==> config.mk <==
export PLATFORM = sky130hd
export DESIGN_NAME = piso_bit_serializer
export DESIGN_NICKNAME = d
export VERILOG_FILES = /design/src/rtl/piso_bit_serializer.sv
export SDC_FILE = /design/constraint.sdc
export NUM_CORES = 1
export LEC_CHECK = 0
export ABC_AREA = 0
export CAP_MARGIN = 20
export CORE_MARGIN = 2
export CORE_UTILIZATION = 43
export CTS_CLUSTER_SIZE = 24
export DETAILED_ROUTE_END_ITERATION = 10
export GPL_ROUTABILITY_DRIVEN = 0
export GPL_TIMING_DRIVEN = 0
export MAX_ROUTING_LAYER = met4
export PLACE_DENSITY = 0.73
export SLEW_MARGIN = 15
export SYNTH_ARGS = -nofsm -noshare
export SYNTH_HDL_FRONTEND = slang
export SYNTH_SLANG_ARGS = --single-unit
==> constraint.sdc <==
create_clock -name clk -period 1.59 [get_ports clk]
set_input_delay 0.318 -clock clk [delete_from_list [all_inputs] [get_ports clk]]
set_output_delay 0.318 -clock clk [all_outputs]
set_load 0.1 [all_outputs]
==> src/rtl/piso_bit_serializer.sv <==
// Parallel-in/serial-out feeder for the serial "101" detector: first bit on sout one clock after accept.
// Backpressure: din_ready only in IDLE or on the final bit of a word, allowing gap-free back-to-back words.
module piso_bit_serializer #(
    parameter int WIDTH     = 8,
    parameter bit MSB_FIRST = 1'b1,
    parameter bit IDLE_BIT  = 1'b0
) (
    input  logic             clk,
    input  logic             rst,
    input  logic [WIDTH-1:0] din,
    input  logic             din_valid,
    output logic             din_ready,
    output logic             sout,
    output logic             sout_valid,
    output logic             last_bit,
    output logic             busy
);

    localparam int CW = $clog2(WIDTH);
    localparam logic [CW-1:0] LAST    = CW'(WIDTH - 1);
    localparam logic [CW-1:0] PRELAST = CW'(WIDTH - 2);

    typedef enum logic {
        IDLE  = 1'b0,
        SHIFT = 1'b1
    } state_t;

    state_t           state;
    logic [CW-1:0]    cnt;
    logic [WIDTH-1:0] sreg;
    logic             accept;

    assign din_ready = (state == IDLE) || (cnt == LAST);
    assign accept    = din_valid && din_ready;

    // sreg holds the bits still to come; the bit on display already lives in sout.
    always_ff @(posedge clk or negedge rst) begin
        if (!rst) begin
            state      <= IDLE;
            cnt        <= '0;
            sreg       <= '0;
            sout       <= IDLE_BIT;
            sout_valid <= 1'b0;
            last_bit   <= 1'b0;
            busy       <= 1'b0;
        end else if (accept) begin
            state      <= SHIFT;
            cnt        <= '0;
            sreg       <= MSB_FIRST ? (din << 1) : (din >> 1);
            sout       <= MSB_FIRST ? din[WIDTH-1] : din[0];
            sout_valid <= 1'b1;
            last_bit   <= 1'b0;
            busy       <= 1'b1;
        end else if (state == SHIFT) begin
            if (cnt == LAST) begin
                state      <= IDLE;
                cnt        <= '0;
                sout       <= IDLE_BIT;
                sout_valid <= 1'b0;
                last_bit   <= 1'b0;
                busy       <= 1'b0;
            end else begin
                cnt      <= cnt + CW'(1);
                sreg     <= MSB_FIRST ? (sreg << 1) : (sreg >> 1);
                sout     <= MSB_FIRST ? sreg[WIDTH-1] : sreg[0];
                last_bit <= (cnt == PRELAST);
            end
        end
    end

endmodule
Word-level counts from Yosys, hierarchy flattened:

Index checks and enable logic that the tools add are counted.

* add/sub/neg operators: 1
* equal/unequal tests: 3
* muxes and demuxes: 18
* bitwise gates (word level): 1
* reduce and logical (&&, ||, !) cells: 6

Operator list (number)
* two-way mux 8 bit: 3
* two-way mux 1 bit: 12
* two-way mux 3 bit: 3
* equality test 3 bit, second input constant: 2
* AND reduction 2 bit: 2
* nonzero test 2 bit: 2
* adder 3 x 1 -> 3 bit, second input constant: 1
* inequality test 2 bit, second input constant: 1
* logical AND 1 bit: 1
* logical OR 1 bit: 1
* NOT 1 bit: 1

* register bits: 15
* bits of input ports: 11
* output and inout bits: 5
* logic and storage cells: 35

Depth between registers and ports, before layout:

* depth after elaboration: 5
* gate-level depth with buffers: 5

Worst setup path after synthesis:

Ideal clock, no wire load.

* kind: reg-to-reg
* from: register cnt[0]
* to: register sreg[2]
* setup time: 125 ps
* data arrival time: 1555 ps
* required time: 1465 ps
* path slack: -89 ps
* stages on the path, launching flop included: 6
* period minus slack after synthesis: 1679 ps
* cells stage by stage: dfrtp_1 -> ha_1 -> ha_1 -> nand2b_1 -> buf_4 -> mux2_2

* word-level cells in the longest chain between the ends: 5
* elaborated cells on any way between the ends: 7
* classes of those cells: 2 x eq/ne; 1 x mux; 4 x reduce/logical

Ends and longest elaborated chain
* start: declaration: RTL line 29 `logic [CW-1:0] cnt;`
* start signal: assignment: RTL line 63 `cnt <= cnt + CW'(1);`
* equality test 3 bit *: RTL line 33 `assign din_ready = (state == IDLE) || (cnt == LAST);`
* logical OR 1 bit *: RTL line 33
* named net din_ready: RTL line 12 `output logic din_ready,`
* logical AND 1 bit *: RTL line 34 `assign accept = din_valid && din_ready;`
* inequality test 2 bit (no line) / nonzero test 2 bit (equally long branches)
* AND reduction 2 bit (no line)
* end signal: assignment: RTL line 49 `sreg <= MSB_FIRST ? (din << 1) : (din >> 1);`
* end signal: assignment: RTL line 64 `sreg <= MSB_FIRST ? (sreg << 1) : (sreg >> 1);`
* end: declaration: RTL line 30 `logic [WIDTH-1:0] sreg;`

The timed path passes the listed nets; every way through them passes the cells marked *.
A chain may end at the register's enable or synchronous reset.

Final worst setup path:

* from: register cnt[0]
* to: output din_ready

* word-level cells in the longest chain between the ends: 2

Ends and longest elaborated chain (RTL line)
* equality test 3 bit: 33
* logical OR 1 bit: 33
* end: declaration: 12

Every way passes these cells.

==> summary.md <==
| Metric | Value |
|---|---|
| Die area | 1990 µm² |
| Inserted Diodes | 0 |
| Peak supply drop | 1.09 mV |
| Worst Max-Slew Pin Slew | 0.616 ns |
| PortBufs | 15 |
| Final setup violation count | 2 |
| Syn Area/Cell | 13.1 µm² |
| Final nets | 97 |
| FF+latch count, synth | 14 |
| Slew headroom | 0.588 |
| Pre-Repair DR Iteration Count | 4 |
| Cell Pwr Density | 2090 nW/µm² |
| Fmax | 584 MHz |
| Outcome | finished with violations |
| Largest net degree at the start of global routing | 15 |
| Synth-to-Final Area Change | 43.0% |
| HP Class | in2async |
| Fin crit period | 1.71 ns |
| Initial antenna violation count | 0 |
| CTS sink count | 14 |
| Post-synth ARST share | 1.00 |
| Metal2 WL | 650 µm |
| Clock skew | 0.0105 ns |
| Post-synthesis sequential area ratio | 0.494 |
| Unrepaired setup endpoints after global routing | true |
| Kind of critical path | reg2out |
| Total clock buffers created by CTS | 3 |
| DR iter-0 viols | 1 |
| Worst Path Buf+Inv | 1 |
| Clock root cell | clkbuf_4 |
| Max-slew violations | 0 |
| Vias per inst | 5.21 |
| Initial core utilization | 0.466 |
| Slack of the critical path | -0.122 ns |
| Global Route Usage Sum | 0.154 |
| Failing checks | setup timing |
| Hold Buf Count CTS | 0 |
| CTS clock-pin slew for the worst setup and hold paths | 0.09 ns |
| Crit end category | output pin |
| Vias in the first global route | 480 |
| Share of cells above drive strength 1 | 0.488 |
| DR top layer | met4 |
| Family with the most delay on the worst path | flip-flops |
| Crit path max fanout | 7 |
| Critical Path Max Stage Delay | 0.39 ns |
| Syn_nets | 68 |
| First-pass GRT wire length | 2060 µm |
| Synth warn | 0 |
| Die width | 44.6 µm |
| Fin Setup TNS | -0.130 ns |
| CP required | 1.27 ns |
| Met1 WL | 614 µm |
| Fin crit share | 1.08 |
| Distinct cells, synth | 21 |
| Worst-case clock buffer depth | 2 |
| FP Rows | 14 |
| Die H | 44.6 µm |
| CP arrival | 1.39 ns |
| Post-Synthesis Cells | 54 |
| Grt ovf | 0 |
| WL/cell | 13.7 µm |
| Filler instances | 122 |
| Drt total wl | 1340 µm |
| Htree depth | 1 |
| IO Pins | 16 |
| CTS tree | yes |
| Final Hold Fails | 0 |
| Clk Latency, worst-skew pair | 0.28 ns |
| Worst-path cell chain | ha_2 -> ha_4 -> nand2b_4 -> buf_12 |
| # DRC | 0 |
| ANT nets after route | 0 |
| HPWL after DPL | 911 µm |
| LEAKAGE | 0.483 nW |
| Most used flip-flop cell after synthesis | dfrtp_1 |
| Mapped Area | 709 µm² |
| Met3 wire len | 63 µm |
| Max Cap Violations | 0 |
| Core area | 1520 µm² |
| DR vias | 511 |
| CP startpoint kind | flip-flop |
| EDFF count, synth | 0 |
| Max stage delay cell, worst path | dfrtp_1 |
| Final Util | 0.666 |
-- cells by family after synthesis --
group / after synthesis / synth area share
buffers and inverters: 6 / 0.0547
adders and majority gates: 3 / 0.0529
DFF: 14 / 0.494
AOI/OAI and AO/OA: 7 / 0.0811
muxes: 14 / 0.242
and+or+nand+nor: 10 / 0.0758
-- stage by stage --
step | instances | power [mW] | instance area, µm² | worst slack, ns | hold WS [ns]
floorplan | 54 | 1.48 | 731 | 0.0265 | 0.0224
global placement | 85 | 1.70 | 901 | -0.970 | 0.483
CTS | 91 | 2.05 | 976 | -0.243 | 0.428
global route | 98 | 2.25 | 1010 | -0.176 | 0.438
finish | 98 | 2.12 | 1010 | -0.122 | 0.414
detailed placement | 85 | 1.72 | 901 | -0.972 | 0.500
-- final timing paths --
path	slack, ns	to	cells after the start	start
max in group asynchronous	0.75	busy	1	rst
hold reg to reg	0.51	sreg[3]	1	sreg[2]
min in group clk	0.51	sreg[3]	1	sreg[2]
setup / recovery	-0.12	din_ready	4	cnt[0]
setup reg to reg	-0.01	sreg[5]	6	cnt[0]
hold / removal	0.41	sreg[7]	1	rst
-- flip-flops by register name, indices dropped and copies added, names as in the netlist --
name / count
busy: 1
cnt: 3
last_bit: 1
sout: 1
sreg: 7
state: 1
-- cells in the final DEF, fill, tap and decap left out, drive strengths merged --
master / Yosys / routed
clkdlybuf4s50: 0 / 10
nand3: 1 / 1
clkdlybuf4s18: 0 / 1
dfrtp: 14 / 14
nand2b: 3 / 3
inv: 2 / 2
nor2b: 1 / 1
nor2: 3 / 3
ha: 3 / 3
a21oi: 1 / 1
nand2: 1 / 1
a32o: 2 / 2
a31oi: 1 / 1
mux2: 13 / 13
mux2i: 1 / 1
o221ai: 1 / 1
and2: 1 / 1
clkdlybuf4s15: 0 / 2
clkbuf: 1 / 5
buf: 3 / 14
a22o: 2 / 2
-- cells in the mapped netlist (2+ instances only) --
library cell | instances | share of area
mux2_4 | 4 | 0.085
nand2b_1 | 2 | 0.018
a32o_1 | 2 | 0.028
inv_1 | 2 | 0.011
mux2_2 | 9 | 0.14
a22o_1 | 2 | 0.025
ha_1 | 3 | 0.053
dfrtp_1 | 14 | 0.49
nor2_1 | 3 | 0.016
buf_4 | 2 | 0.021
-- repair_timing --
action | 4_1_cts | 5_1_grt
resized for setup | 26 | 1
endpoints found under the setup margin | 8 | 2
pin swaps | 1 | 1
setup buffers | 2 | 8
-- cell type report --
cell class                 count  area [µm²]  area share
sequential                    14         352       0.346
multi-input combinational     34         343       0.338
timing repair buffer          25         233       0.229
clock buffer                   4        36.3      0.0358
buffer                         3        23.8      0.0234
tap                           16        20.0      0.0197
inverter                       2        7.51     0.00740
-- power breakdown --
group	switching (mW)	internal, mW	total [mW]	leakage [nW]
Sequential	0.0873	0.500	0.587	0.177
Clock	0.115	0.139	0.254	0.0210
Combinational	0.714	0.569	1.28	0.285
Total	0.916	1.21	2.12	0.483
-- metal layers --
| metal | track usage | up-vias |
|---|---|---|
| met5 | - | - |
| met4 | 0.0545 | 0 |
| met1 | 0.195 | 246 |
| met2 | 0.223 | 12 |
| li1 | - | 251 |
| met3 | 0.0612 | 2 |
Power figures use the tool's default switching activity.
